## src/rtl/fetch_pkg.sv

```systemverilog
// rtl/fetch_pkg.sv - opcodes, fetch entry/state types and the static branch predictor
package fetch_pkg;

  localparam logic [5:0] OP_SPECIAL = 6'b000000;
  localparam logic [5:0] OP_J       = 6'b000010;
  localparam logic [5:0] OP_JAL     = 6'b000011;
  localparam logic [5:0] OP_BEQ     = 6'b000100;
  localparam logic [5:0] OP_BNE     = 6'b000101;
  localparam logic [5:0] FUNCT_JR   = 6'b001000;

  typedef struct packed {
    logic [31:0] pc;
    logic [31:0] instr;
  } fetch_entry_t;

  typedef struct packed {
    logic        taken;
    logic [31:0] target;
  } pred_t;

  typedef enum logic [1:0] {
    ST_RUN    = 2'd0,
    ST_STALL  = 2'd1,
    ST_SQUASH = 2'd2
  } fetch_state_t;

  // Backward-taken/forward-taken alike: every beq/bne/j/jal is predicted taken.
  function automatic pred_t predict_target(input logic [31:0] pc, input logic [31:0] instr);
    pred_t       p;
    logic [31:0] pc4;
    logic [31:0] off;
    pc4      = pc + 32'd4;
    off      = {{14{instr[15]}}, instr[15:0], 2'b00};
    p.taken  = 1'b0;
    p.target = pc4;
    case (instr[31:26])
      OP_BEQ, OP_BNE: begin
        p.taken  = 1'b1;
        p.target = pc4 + off;
      end
      OP_J, OP_JAL: begin
        p.taken  = 1'b1;
        p.target = {pc4[31:28], instr[25:0], 2'b00};
      end
      OP_SPECIAL: if (instr[5:0] == FUNCT_JR) p.taken = 1'b0;
      default: p.taken = 1'b0;
    endcase
    return p;
  endfunction

endpackage

```

## src/rtl/fetch_queue.sv

```systemverilog
// rtl/fetch_queue.sv - DEPTH-entry FIFO of fetched {pc,instr} pairs with flush
module fetch_queue
  import fetch_pkg::*;
#(
  parameter int DEPTH = 2,
  localparam int AW = $clog2(DEPTH),
  localparam int CW = AW + 1
) (
  input  logic         clk,
  input  logic         resetn,
  input  logic         i_flush,
  input  logic         i_push,
  input  fetch_entry_t i_push_data,
  input  logic         i_pop,
  output fetch_entry_t o_head,
  output logic [CW-1:0] o_count,
  output logic         o_full,
  output logic         o_empty
);

  fetch_entry_t  r_mem [DEPTH];
  logic [AW-1:0] r_rd_ptr;
  logic [AW-1:0] r_wr_ptr;
  logic [CW-1:0] r_count;
  logic          w_pop_ok;
  logic          w_push_ok;

  assign o_empty   = (r_count == '0);
  assign o_full    = (r_count == CW'(DEPTH));
  assign o_count   = r_count;
  assign o_head    = r_mem[r_rd_ptr];
  assign w_pop_ok  = i_pop && !o_empty;
  // A full queue still accepts a push when the head leaves in the same cycle.
  assign w_push_ok = i_push && (!o_full || w_pop_ok);

  always_ff @(posedge clk or negedge resetn) begin
    if (!resetn) begin
      r_rd_ptr <= '0;
      r_wr_ptr <= '0;
      r_count  <= '0;
      for (int i = 0; i < DEPTH; i++) r_mem[i] <= '0;
    end else if (i_flush) begin
      r_rd_ptr <= '0;
      r_wr_ptr <= '0;
      r_count  <= '0;
    end else begin
      if (w_push_ok) begin
        r_mem[r_wr_ptr] <= i_push_data;
        r_wr_ptr        <= r_wr_ptr + 1'b1;
      end
      if (w_pop_ok) r_rd_ptr <= r_rd_ptr + 1'b1;
      case ({w_push_ok, w_pop_ok})
        2'b10:   r_count <= r_count + 1'b1;
        2'b01:   r_count <= r_count - 1'b1;
        default: r_count <= r_count;
      endcase
    end
  end

endmodule

```

## src/rtl/fetch_predict_unit.sv

```systemverilog
// rtl/fetch_predict_unit.sv - PC owner, imem request issue, static predecode and redirect flush
module fetch_predict_unit
  import fetch_pkg::*;
#(
  parameter logic [31:0] RESET_PC = 32'h0000_0000,
  parameter int          DEPTH    = 2
) (
  input  logic        clk,
  input  logic        resetn,
  input  logic        miss,
  input  logic [31:0] rpc,
  output logic        imem_en,
  output logic [31:0] imem_addr,
  input  logic [31:0] imem_rdata,
  output logic        out_valid,
  input  logic        out_ready,
  output logic [31:0] out_pc,
  output logic [31:0] out_instr
);

  localparam int CW = $clog2(DEPTH) + 1;

  fetch_state_t  r_state;
  fetch_state_t  w_state_nxt;
  logic [31:0]   r_pc;
  logic [31:0]   r_inflight_pc;
  logic          r_inflight;
  logic          r_live;
  logic [CW-1:0] w_count;
  logic [CW-1:0] w_used;
  logic          w_full;
  logic          w_empty;
  logic          w_credit;
  logic          w_issue;
  logic          w_arrive;
  logic          w_push;
  logic          w_predict;
  logic          w_pop;
  pred_t         w_pred;
  fetch_entry_t  w_head;
  fetch_entry_t  w_push_data;

  // Credit counts the word already in flight so a response always has a slot.
  assign w_used      = w_count + CW'(r_inflight);
  assign w_credit    = !w_full && (w_used < CW'(DEPTH));
  assign w_pred      = predict_target(r_inflight_pc, imem_rdata);
  assign w_push_data = '{pc: r_inflight_pc, instr: imem_rdata};
  assign w_pop       = out_valid && out_ready;

  always_ff @(posedge clk or negedge resetn) begin
    if (!resetn) r_state <= ST_RUN;
    else         r_state <= w_state_nxt;
  end

  always_comb begin
    w_state_nxt = r_state;
    if (miss)                     w_state_nxt = ST_RUN;
    else if (w_predict)           w_state_nxt = ST_SQUASH;
    else if (r_state == ST_STALL) w_state_nxt = w_pop ? ST_RUN : ST_STALL;
    else if (!w_credit)           w_state_nxt = ST_STALL;
    else                          w_state_nxt = ST_RUN;
  end

  // SQUASH covers exactly the cycle in which the sequential word behind a taken prediction lands.
  always_comb begin
    w_arrive  = r_inflight && (r_state != ST_SQUASH);
    w_issue   = r_live && !miss && w_credit;
    w_push    = w_arrive && !miss;
    w_predict = w_push && w_pred.taken;
  end

  always_ff @(posedge clk or negedge resetn) begin
    if (!resetn) begin
      r_pc          <= RESET_PC;
      r_inflight    <= 1'b0;
      r_inflight_pc <= '0;
      r_live        <= 1'b0;
    end else begin
      r_live     <= 1'b1;
      r_inflight <= w_issue;
      if (w_issue) r_inflight_pc <= r_pc;
      if (miss)           r_pc <= rpc;
      else if (w_predict) r_pc <= w_pred.target;
      else if (w_issue)   r_pc <= r_pc + 32'd4;
    end
  end

  fetch_queue #(.DEPTH(DEPTH)) u_queue (
    .clk         (clk),
    .resetn      (resetn),
    .i_flush     (miss),
    .i_push      (w_push),
    .i_push_data (w_push_data),
    .i_pop       (w_pop),
    .o_head      (w_head),
    .o_count     (w_count),
    .o_full      (w_full),
    .o_empty     (w_empty)
  );

  assign imem_en   = w_issue;
  assign imem_addr = r_pc;
  assign out_valid = !w_empty;
  assign out_pc    = w_head.pc;
  assign out_instr = w_head.instr;

endmodule

```

## config.mk

```make
export PLATFORM = sky130hd
export DESIGN_NAME = fetch_predict_unit
export DESIGN_NICKNAME = d
export VERILOG_FILES = /design/src/rtl/fetch_pkg.sv /design/src/rtl/fetch_queue.sv /design/src/rtl/fetch_predict_unit.sv
export SDC_FILE = /design/constraint.sdc
export NUM_CORES = 1
export LEC_CHECK = 0
export CORE_MARGIN = 2
export CORE_UTILIZATION = 56
export DETAILED_ROUTE_END_ITERATION = 10
export PLACE_DENSITY = 0.82
export SYNTH_ARGS = -nofsm -noshare
export SYNTH_HDL_FRONTEND = slang
export SYNTH_SLANG_ARGS = --single-unit
```

## constraint.sdc

```tcl
create_clock -name clk -period 3.9 [get_ports clk]
set_clock_uncertainty 0.05 [all_clocks]
set_input_delay 0.78 -clock clk [delete_from_list [all_inputs] [get_ports clk]]
set_output_delay 0.78 -clock clk [all_outputs]
set_load 0.005 [all_outputs]
```

==> out/results.tsv, run 1 <==
stage	metric	value	unit
die	dieArea	22000	sq um
detailed_routing	vias	9716	
clocking	clkSlewWorstSetupHoldPaths	80	ps
clocking	cts_buffers	17	
clocking	clockRootBuffer	clkbuf_16	
synth	synth_top_cell_area_share	42.8	%
grt	antenna_found_initial	0	
finish	area_growth	25.9	%
synth	synth_edf_count	0	
die	start_util	57.4	%
run_status	status	complete, no violations	
setup_path	reg2reg_from	r_inflight_pc[11]	
finish	multi_input_area	6470	sq um
setup_path	crit_fanout	7	
clocking	clkLatencyLatePin	450	ps
detailed_routing	wl_per_cell	22.1	um
synth	ys_warn_count	0	
place	dpl_cell_area	14000	sq um
setup_path	ff2ff_setup_slack	150	ps
finish	antenna_cells	0	
power	cellPowerDensity	520	nW/um^2
detailed_routing	via_per_inst	6.22	
place	gp_congestion	0.947	
finish	finish.instance_area	14700	sq um
setup_path	arrival	4030	ps
power	combPwrFrac	37.2	%
synth	ys_seq_area_share	42.8	%
synth	synthCells	1083	
grt	grt_max_degree	105	
finish	fill_cells	1467	
setup_path	critPathLaunchType	register	
die	io-pin-count	166	
sta	finalHoldViolCount	0	
die	coreArea	20400	sq um
sta	drv_slew	0	
detailed_routing	ant_nets	0	
clocking	cts.sinks	200	
power	p_int	5.10	mW
grt	grt_pass1_wl	53900	um
synth	syn_avg_cell_area	10.8	sq um
detailed_routing	routed_wl	34500	um
grt	grt_pass1_vias	9749	
synth	yosysTopAreaCell	dfrtp_1	
min_path	min-delay-path-class	in -> async	
synth	synth_common_cells	mux2_2, dfrtp_1, nand2_1	
synth	ys.flop_type	dfrtp_1	
place	io_buffers	165	
setup_path	setup.worst_path.class	reg -> reg	
synth	synth.distinct_cells	76	
die	rows	52	
sta	timing.final.crit_share	96.1	%
setup_path	rr_worst_depth	14	
sta	setup_viol	0	
sta	max_freq	267	MHz
setup_path	r2r-end	imem_addr[27]	
finish	nets	1385	
synth	synthArstFlopShare	100	%
sta	relSlewSlack	14.9	%
synth	ys_seq_elements	200	
detailed_routing	drc_errors	0	
power	p_leak	6.10	nW
sta	worst_pin_slew	1270	ps
synth	synthTopCellsByArea	dfrtp_1, mux2_2, ha_1	
die	die_x	148	um
die	die_y	148	um
setup_path	endpoint_kind	register	
power	seqPwrFrac	39.4	%
power	power_switching	2.56	mW
clocking	cts_tree	done	
power	p_sw_share	33.4	%
synth	syn-num-nets	1188	
finish	seq_area	5010	sq um
detailed_routing	drt-initial-drc-count	839	
detailed_routing	drtPass1Iterations	5	
sta	fin_crit	3750	ps
power	report.power.total	7.66	mW
finish	final_layout_size_suffix_gt1_share	28.2	%
power	ir_drop	0.000371	V
place	dp.final_hpwl	25000	um
grt	groute.usage.overall	31.7	%
grt	overflow	0	
setup_path	crit_required	4180	ps
clocking	clockBufferDepth	2	
synth	synth_area	11700	sq um
run	cap_violations	0	
power	clkPwrFrac	23.4	%
clocking	cts_max_level	4	
synth	synth.most_common_cell	mux2_2	
[logic make-up (layout without fill, tap and decap cells)]
kind of cell / Yosys count / after routing / synth area share [%]
other: 1 / 1 / 0.0321
muxes: 221 / 221 / 21.3
xor gates and xnor gates: 70 / 70 / 5.24
adders and majority gates: 37 / 37 / 4.02
and+or+nand+nor: 261 / 261 / 11.5
AOI/OAI and AO/OA: 220 / 220 / 12.2
buffers and inverters: 73 / 283 / 2.81
DFF: 200 / 200 / 42.8
[flip-flops by register name (all words and copies together) (netlist names)]
| register | flops |
|---|---|
| u_queue.r_mem | 128 |
| r_state | 2 |
| imem_addr | 32 |
| r_live | 1 |
| u_queue.o_count | 2 |
| r_inflight_pc | 32 |
| u_queue.r_wr_ptr | 1 |
| r_inflight | 1 |
| u_queue.r_rd_ptr | 1 |
[metrics by stage]
stage / setup TNS (ps) / utilization [%] / std cells / setup slack (ps) / hold slack [ps]
global route: -12.8 / 72.3 / 1563 / -12.7 / 431
detailed placement: 0 / 68.7 / 1529 / 94.8 / 425
CTS: 0 / 71.7 / 1561 / 30.0 / 408
global placement: 0 / 68.7 / 1529 / 123 / 410
finish: 0 / 72.3 / 1563 / 152 / 309
floorplan: 0 / - / 1083 / 368 / 394
[critical path: stages (launching register included)]
cell and delay, ps:
dfrtp_1 360, nand4_1 230, nor4_4 510, and3_1 370, xor2_1 290, ha_1 370, and3_2 280, nor2b_1 140
a21oi_1 180, o22ai_1 130, a21oi_2 200, nand2_1 100, xnor2_1 130, o21ai_0 90, a22o_1 200
[worst max path at each step]
| stage | startpoint | to | slack [ps] | depth (start not counted) |
|---|---|---|---|---|
| 2_1_floorplan | r_inflight_pc[4] | imem_addr[31] | 370 | 18 |
| 3_3_place_gp | imem_rdata[0] | imem_addr[30] | 120 | 13 |
| 3_5_place_dp | imem_rdata[0] | imem_addr[30] | 90 | 13 |
| 4_1_cts | r_inflight_pc[12] | imem_addr[27] | 30 | 14 |
| 5_1_grt | r_inflight_pc[5] | imem_addr[20] | -10 | 17 |
| 6_report | r_inflight_pc[11] | imem_addr[27] | 150 | 14 |
[power groups by stage]
stage	logic, mW	clock network, mW	registers [mW]
CTS	2.80	1.82	3.00
detailed placement	2.77	0	3.04
global placement	2.71	0	2.99
finish	2.85	1.80	3.01
floorplan	1.63	0	2.92
global route	3.07	1.90	3.09
[routing by layer]
metal / routed length [um] / share of wire (%) / track usage, % / up-vias
met5: 0 / 0 / 0 / -
li1: - / - / - / 4371
met4: 1610 / 4.7 / 15.9 / 0
met1: 13500 / 39 / 40.4 / 4755
met2: 16600 / 48 / 51.6 / 497
met3: 2820 / 8.2 / 6.32 / 93
[placed cells by master (no fill, tap or decap), types with 4 or more instances in the layout]
cell / instances
mux2_2: 220
dfrtp_1: 199
clkdlybuf4s50_1: 164
nand2_1: 80
buf_4: 59
a21oi_1: 54
o21ai_0: 53
nor2_1: 47
xnor2_1: 46
ha_1: 35
nand3_1: 23
xor2_1: 22
nor3_1: 20
inv_1: 18
nand4_1: 18
clkbuf_16: 17
and3_1: 16
o22ai_1: 15
a221oi_1: 14
a21o_1: 12
nand2b_1: 9
a31oi_1: 7
o21a_1: 7
clkinv_8: 7
a21oi_2: 6
buf_12: 6
and4_1: 5
o21bai_1: 5
or3_1: 5
and2_1: 4
and3_2: 4
o211ai_1: 4
a311oi_1: 4
nor2b_1: 4
o31ai_1: 4
[what timing repair did]
action                     4_1_cts  5_1_grt
gates resized for setup          0       18
setup endpoints to repair        0       14
hold buffers                     0        0
buffers inserted                 0        2
[area by class of cell]
type,instances,share of cell area (%)
clock buffers,17,2.89
clock inverters,15,1.25
inverters,21,0.535
multi-input cells,810,44.0
flip-flops and latches,200,34.0
well taps,270,2.29
repair buffers,230,15.1
(Power assumes the default switching activity.)
==> inputs of run 2 (changes only) <==
CAP_MARGIN = 15   (was default)
==> out/results.tsv, run 2 (synthesis results as in run 1) <==
stage	metric	value	unit	change
place	gp_congestion	0.947		unchanged
place	io_buffers	165		unchanged
detailed_routing	drt-initial-drc-count	915		was 839
detailed_routing	vias	9670		was 9716
sta	max_freq	266	MHz	was 267 MHz
clocking	clkSlewWorstSetupHoldPaths	90	ps	was 80 ps
run	cap_violations	0		unchanged
clocking	cts.sinks	200		unchanged
clocking	clockRootBuffer	clkbuf_16		unchanged
power	report.power.total	7.66	mW	about the same
grt	grt_pass1_vias	9749		unchanged
grt	antenna_found_initial	0		unchanged
setup_path	rr_worst_depth	16		was 14
die	coreArea	20400	sq um	unchanged
sta	setup_ws	141	ps	was 152 ps
setup_path	endpoint_kind	register		unchanged
place	dp.final_hpwl	25000	um	unchanged
die	die_x	148	um	unchanged
detailed_routing	routed_wl	34400	um	was 34500 um
setup_path	path_buf_inv	0		unchanged
finish	largest_reg_flops	128		unchanged
setup_path	setup.worst_path.class	reg -> reg		unchanged
min_path	min-delay-path-class	in -> async		unchanged
finish	antenna_cells	0		unchanged
grt	grt_max_degree	105		unchanged
finish	fill_cells	1467		unchanged
finish	final_layout_size_suffix_gt1_share	28.2	%	about the same
clocking	cts_buffers	17		unchanged
sta	fin_crit	3760	ps	was 3750 ps
grt	grt_pass1_wl	53900	um	unchanged
clocking	clockBufferDepth	2		unchanged
grt	groute.usage.overall	31.7	%	unchanged
sta	worst_pin_slew	874	ps	was 1270 ps
detailed_routing	wl_per_cell	22.0	um	was 22.1 um
setup_path	critical-path-slowest-cell	ha_2		was nor4_4
finish	final_util	72.3	%	about the same
detailed_routing	via_per_inst	6.18		was 6.22
sta	relSlewSlack	41.7	%	was 14.9%
clocking	cts_tree	done		unchanged
die	die_y	148	um	unchanged
sta	timing.final.crit_share	96.4	%	was 96.1%
finish	layout_commonest_cell	mux2_2		unchanged
die	dieArea	22000	sq um	unchanged
setup_path	crit_fanout	5		was 7
power	ir_drop	0.000373	V	was 0.000371 V
detailed_routing	drtPass1Iterations	5		unchanged
run_status	status	complete, no violations		unchanged
setup_path	ff2ff_setup_slack	140	ps	was 150 ps
power	cellPowerDensity	520	nW/um^2	about the same
die	rows	52		unchanged
die	start_util	57.4	%	unchanged
detailed_routing	ant_nets	0		unchanged
clocking	cts_max_level	4		unchanged
setup_path	reg2reg_from	r_inflight_pc[5]		was r_inflight_pc[11]
setup_path	timing.critical_path.mode_cell	nor4_4		
clocking	cts_hold_buf	0		unchanged
setup_path	max_stage_delay	380	ps	was 510 ps
sta	setup_viol	0		unchanged
setup_path	critPathLaunchType	register		unchanged
setup_path	crit_required	4190	ps	was 4180 ps
finish	top_register	u_queue.r_mem		unchanged
die	io-pin-count	166		unchanged
setup_path	crit_family	simple AND/OR/NAND/NOR gates		unchanged
sta	finalHoldViolCount	0		unchanged
setup_path	crit_chain	and3_1, and2_1, and3_2, nand3_2, nor2_1, xor2_1, ha_2, a21oi_2, nand2_1, a21o_2, nor4_4, o31a_1, nor4_4, or3_1, o211ai_1, o21ai_1		was nand4_1, nor4_4, and3_1, xor2_1, ha_1, and3_2, nor2b_1, a21oi_1, o22ai_1, a21oi_2, nand2_1, xnor2_1, o21ai_0, a22o_1
place	pre_cts_slack	94.8	ps	unchanged
finish	area_growth	26.0	%	was 25.9%
power	p_leak	6.11	nW	was 6.10 nW
clocking	clkLatencyLatePin	450	ps	about the same
finish	instances_no_fill	1564		was 1563
finish	mostFrequentLayoutCells	mux2_2, dfrtp_1, clkdlybuf4s50_1		unchanged
sta	drv_slew	0		unchanged
place	dp_cells	1529		unchanged
finish	nets	1386		was 1385
setup_path	arrival	4040	ps	was 4030 ps
setup_path	r2r-end	imem_addr[31]		was imem_addr[27]
detailed_routing	drc_errors	0		unchanged
grt	overflow	0		unchanged
==> run 2: worst max path at each step <==
stage          slack [ps]            end  depth (start not counted)         startpoint
4_1_cts                30  imem_addr[27]                         14  r_inflight_pc[12]
2_1_floorplan         370  imem_addr[31]                         18   r_inflight_pc[4]
6_report              140  imem_addr[31]                         16   r_inflight_pc[5]
3_5_place_dp           90  imem_addr[30]                         13      imem_rdata[0]
3_3_place_gp          120  imem_addr[30]                         13      imem_rdata[0]
5_1_grt               -10  imem_addr[20]                         17   r_inflight_pc[5]
==> run 2: cell type report <==
| cell class | instances | area, sq um | share of cell area (%) |
|---|---|---|---|
| multi-input combinational | 810 | 6470 | 43.9 |
| sequential | 200 | 5010 | 34.0 |
| timing repair buffer | 231 | 2230 | 15.1 |
| clock buffer | 17 | 425 | 2.89 |
| tap | 270 | 338 | 2.29 |
| clock inverter | 15 | 184 | 1.25 |
| inverter | 21 | 78.8 | 0.535 |
==> run 2: routing by layer <==
metal / track usage, % / routed length, um / up-vias
met5: 0 / 0 / -
met4: 15.9 / 1670 / 0
met3: 6.32 / 2780 / 96
met2: 51.6 / 16500 / 464
met1: 40.4 / 13500 / 4736
li1: - / - / 4374
==> run 2: report_power, final <==
part / internal (mW) / switching, mW / total, mW
Clock: 0.865 / 0.933 / 1.80
Sequential: 2.62 / 0.396 / 3.01
Combinational: 1.62 / 1.23 / 2.85
==> run 2: repair_timing <==
item / 4_1_cts / 5_1_grt
endpoints found under the setup margin: 0 / 14
gates resized for setup: 0 / 18
buffers inserted: 0 / 2
==> run 2: stage by stage <==
stage,TNS [ps],instance area (sq um),hold slack [ps]
2_1_floorplan,0,11700,394
3_3_place_gp,0,14000,410
3_5_place_dp,0,14000,425
4_1_cts,0,14600,408
5_1_grt,-12.8,14700,431
6_report,0,14700,345
==> patch 1 (flow settings as in run 2) <==
`DEPTH` is set to 2 in 2 places; all go to 4.
--- a/src/rtl/fetch_queue.sv
+++ b/src/rtl/fetch_queue.sv
@@ -4,3 +4,3 @@
 #(
-  parameter int DEPTH = 2,
+  parameter int DEPTH = 4,
   localparam int AW = $clog2(DEPTH),
--- a/src/rtl/fetch_predict_unit.sv
+++ b/src/rtl/fetch_predict_unit.sv
@@ -5,3 +5,3 @@
   parameter logic [31:0] RESET_PC = 32'h0000_0000,
-  parameter int          DEPTH    = 2
+  parameter int          DEPTH    = 4
 ) (
Check against the original RTL: not equivalent (Yosys sat finds a counterexample within 4 cycles, from zero or initial values and one cycle with resetn low).
==> patch 1 against run 2 <==
- wire length up 45%
- highest routed layer unchanged
- cell area up 45%
- synthesized area up 48%
- critical path depth up 3
- total power up 91%
- critical endpoint is now imem_addr[25]$_DFFE_PN0P_
- worst setup slack worse by 0.057 ns
- via count up 37%
- largest power group is now combinational logic
- sequential cell count up 131
==> patch 1: results (changes against run 2) <==
[layout]
num-nets-final = 1808  ; was 1386
largest_reg_flops = 256  ; was 128
drive_above_1_share_pct = 30.8  ; was 28.2%
fin_util_pct = 70.1  ; was 72.3%

[sta]
slew_headroom_pct = 15.8  ; was 41.7%
holdWs_ns = 0.297  ; was 0.345 ns

[drt]
via_count = 13300  ; was 9670
wl_mm = 49.9  ; was 34.4 mm
drtPass1Iterations = 6  ; was 5
vias_per_cell = 6.26  ; was 6.18
first_iter_violations = 1074  ; was 915

[place]
dp_cells = 2047  ; was 1529
gp_congestion = 0.997  ; was 0.947
postPlaceCellArea_mm2 = 0.0199  ; was 0.0140 mm^2
hpwl_mm = 34.6  ; was 25.0 mm
pre_cts_ws_ns = -0.0290  ; was 0.0948 ns

[clock_tree]
clkTransAtPathRegs_ns = 0.06  ; was 0.09 ns
cts_buffers = 37  ; was 17
cts_resized = 3  ; was 0
clk_latency_ns = 0.53  ; was 0.45 ns
clk_path_buf_depth = 3  ; was 2
htreeDepth = 2  ; was 4

[grt]
grt_pass1_wl_mm = 79.1  ; was 53.9 mm
grt_pass1_vias = 13900  ; was 9749
grt_max_degree = 116  ; was 105

[power]
leakagePower_nw = 9.71  ; was 6.11 nW
vdd_drop_max_uv = 302  ; was 373 uV

[worst_setup_path]
critPathMaxFanout = 4  ; was 5
reg2regPathDepth = 19  ; was 16
slowest_delay_ns = 0.35  ; was 0.38 ns
r2r_slack_ns = 0.08  ; was 0.14 ns

[synthesis]
synth_seq_area_share_pct = 47.8  ; was 42.8%
ys_top_cells_by_area = dfrtp_1 (48%), mux2_2 (15%), mux4_2 (8.3%), nand2_1 (3.8%), ha_1 (2.9%)  ; was dfrtp_1 (43%), mux2_2 (21%), ha_1 (3.9%), xnor2_1 (3.6%), nand2_1 (2.6%)
syn-num-nets = 1580  ; was 1188
synth_common_cells = dfrtp_1 (331), mux2_2 (237), nand2_1 (174), nor2_1 (74), a21oi_1 (66)  ; was mux2_2 (220), dfrtp_1 (200), nand2_1 (81), a21oi_1 (58), o21ai_0 (53)

[outcome]
status = finished, final reports clean  ; unchanged

## patch 1: how the worst max path moves through the flow
stage	startpoint	to	slack, ns	depth (start not counted)
floorplan	r_inflight_pc[5]$_DFFE_PN0P_	imem_addr[28]$_DFFE_PN0P_	0.09	19
global placement	imem_rdata[0]	imem_addr[30]$_DFFE_PN0P_	0.06	15
detailed placement	imem_rdata[31]	imem_addr[22]$_DFFE_PN0P_	-0.03	11
CTS	r_inflight_pc[5]$_DFFE_PN0P_	imem_addr[25]$_DFFE_PN0P_	0.01	18
global route	r_inflight_pc[5]$_DFFE_PN0P_	imem_addr[30]$_DFFE_PN0P_	-0.05	18
finish	r_inflight_pc[6]$_DFFE_PN0P_	imem_addr[25]$_DFFE_PN0P_	0.08	19
## patch 1: cell families (layout without fill, tap and decap cells)
logic type	count (synthesis)	count (layout)	synth area share (%)
and+or+nand+nor	367	367	9.78
DFF	331	331	47.8
muxes	304	304	23.9
AOI/OAI and AO/OA	240	240	8.97
buffers and inverters	115	370	2.80
xor gates and xnor gates	70	70	3.54
adders and majority gates	42	42	3.12
other	1	1	0.0217
## patch 1: layout make-up
type	count	share of cell area, %
tap	396	2.32
clock inverter	8	0.339
inverter	25	0.439
multi-input combinational	1024	40.8
timing repair buffer	279	12.0
clock buffer	58	5.32
sequential	331	38.8
## patch 1: routing by layer
layer	vias to the layer above	global-route usage, %	part of all wire (%)
met5	-	0	0
met4	0	13.5	4.5
met3	136	5.94	7.2
met2	599	50.7	48
met1	6743	41.1	40
li1	5794	-	-
## patch 1: power breakdown
group | leakage, nW | switching [mW] | internal, mW
Sequential | 4.32 | 0.810 | 4.47
Combinational | 4.78 | 2.57 | 3.35
Clock | 0.599 | 1.39 | 2.07
==> patch 2 (settings of run 2) <==
Made on the original files. Reset style: synchronous (`resetn`), changed in 3 clocked blocks.
--- a/src/rtl/fetch_queue.sv
+++ b/src/rtl/fetch_queue.sv
@@ -35,3 +35,3 @@
 
-  always_ff @(posedge clk or negedge resetn) begin
+  always_ff @(posedge clk) begin
     if (!resetn) begin
--- a/src/rtl/fetch_predict_unit.sv
+++ b/src/rtl/fetch_predict_unit.sv
@@ -49,3 +49,3 @@
 
-  always_ff @(posedge clk or negedge resetn) begin
+  always_ff @(posedge clk) begin
     if (!resetn) r_state <= ST_RUN;
@@ -71,3 +71,3 @@
 
-  always_ff @(posedge clk or negedge resetn) begin
+  always_ff @(posedge clk) begin
     if (!resetn) begin
Check against the original RTL: differs if resetn is asserted again (counterexample within 4 cycles, from zero or initial values and one cycle with resetn low); with resetn held inactive, the same outputs for 4 cycles.
==> patch 2 against run 2 <==
- sequential share of layout area rose by 2.3 points
- non-clock buffer count rose by 5
- cell area fell by 0.71%
- maximum frequency fell by 0.32%
- sequential cell count rose by 1
- synthesized area fell by 1.9%
- wire length fell by 3.7%
- critical path type unchanged
- worst hold slack improved by 0.10 ns
- critical path depth did not move
- worst setup slack got worse by 0.012 ns
Power is not compared: it rests on default switching activity, and its combinational part moved more than twofold at a synthesized area within 25%.
==> patch 2: results (changes against run 2) <==
[synthesis]
yosysUniqueCellTypes = 68  ; was 76
synth_area_per_cell_um2 = 9.98  ; was 10.8 um^2
synth-main-ff-cell = edfxtp_1  ; was dfrtp_1
synth_fa_ha_area_share_pct = 4.21  ; was 4.02%
synth_common_cells = nand2_1 (134), and2_1 (132), edfxtp_1 (128), dfxtp_1 (73), mux2_2 (64)  ; was mux2_2 (220), dfrtp_1 (200), nand2_1 (81), a21oi_1 (58), o21ai_0 (53)
synth_edf_count = 128  ; was 0
synth_seq_area_share_pct = 46.2  ; was 42.8%
async_reset_ff_share_pct = 0  ; was 100%
ys_top_cells_by_area = edfxtp_1 (34%), dfxtp_1 (13%), and2_1 (7.2%), mux2_2 (6.3%), nand2_1 (4.4%)  ; was dfrtp_1 (43%), mux2_2 (21%), ha_1 (3.9%), xnor2_1 (3.6%), nand2_1 (2.6%)
synth-compound-area-share_pct = 15.1  ; was 12.2%
syn-num-nets = 1256  ; was 1188

[place]
hpwl_mm = 23.6  ; was 25.0 mm
pre_cts_ws_ns = -0.0553  ; was 0.0948 ns
gp_congestion = 0.925  ; was 0.947

[drt]
dr_wl_met2_mm = 16.0  ; was 16.5 mm
first_iter_violations = 885  ; was 915
drtPass1Iterations = 6  ; was 5
dr_wl_met3_mm = 2.91  ; was 2.78 mm
wl_per_cell_um = 20.3  ; was 22.0 um
via_count = 9809  ; was 9670
wl_met1_mm = 13.1  ; was 13.5 mm
wl_mm = 33.1  ; was 34.4 mm

[sta]
tightest_slew_ns = 1.15  ; was 0.874 ns
fin_crit_ns = 3.77  ; was 3.76 ns
holdWs_ns = 0.447  ; was 0.345 ns

[worst_setup_path]
cp_slowest_cell = dfxtp_2  ; was ha_2
endpoint = imem_addr[31]$_SDFFE_PN0P_  ; was imem_addr[31]$_DFFE_PN0P_
startpoint = r_inflight_pc[7]$_SDFFE_PN0P_  ; was r_inflight_pc[5]$_DFFE_PN0P_
cp_top_family = compound AO/OA/AOI/OAI gates  ; was simple AND/OR/NAND/NOR gates
slowest_delay_ns = 0.41  ; was 0.38 ns

[hold_path]
hold_path_class = flip-flop to flip-flop  ; was input pin to asynchronous set/reset pin

[outcome]
status = finished, final reports clean  ; unchanged

[clock_tree]
clk_latency_ns = 0.53  ; was 0.45 ns
clk_path_buf_depth = 3  ; was 2
htreeDepth = 1  ; was 4

[layout]
drive_above_1_share_pct = 14.3  ; was 28.2%
num-nets-final = 1454  ; was 1386

[grt]
grt_max_degree = 51  ; was 105
track_usage_pct = 30.3  ; was 31.7%
grt_pass1_wl_mm = 51.8  ; was 53.9 mm

patch 2: changes by cell type after synthesis, moves of 34 or more:
cell	change
dfrtp_1	-200
mux2_2	-156
and2_1	+128
edfxtp_1	+128
dfxtp_1	+73
nand2_1	+53
a21boi_0	+34
patch 2: report_power, final:
part           total [mW]  internal (mW)  switching (mW)
Combinational       0.661          0.337           0.324
Clock                2.25           1.38           0.872
Sequential           2.43           2.35          0.0864
Total                5.34           4.06            1.28
patch 2: layout make-up:
class                           count  area [um^2]
Clock buffer                       26          566
Timing Repair Buffer              236         2200
Multi-Input combinational cell    870         5930
Fill cell                        1513         5540
Sequential cell                   201         5310
Tap cell                          270          338
Inverter                           17         63.8
Clock inverter                     14          214
patch 2: per-layer routing:
metal | track usage [%] | up-vias
li1 | - | 4566
met1 | 39.7 | 4699
met2 | 51.1 | 468
met3 | 5.50 | 76
met4 | 9.66 | 0
met5 | 0 | -
patch 2: repair_timing:
action,CTS,global route
hold endpoints to repair,0,0
endpoints found under the setup margin,0,8
gates resized for setup,0,13
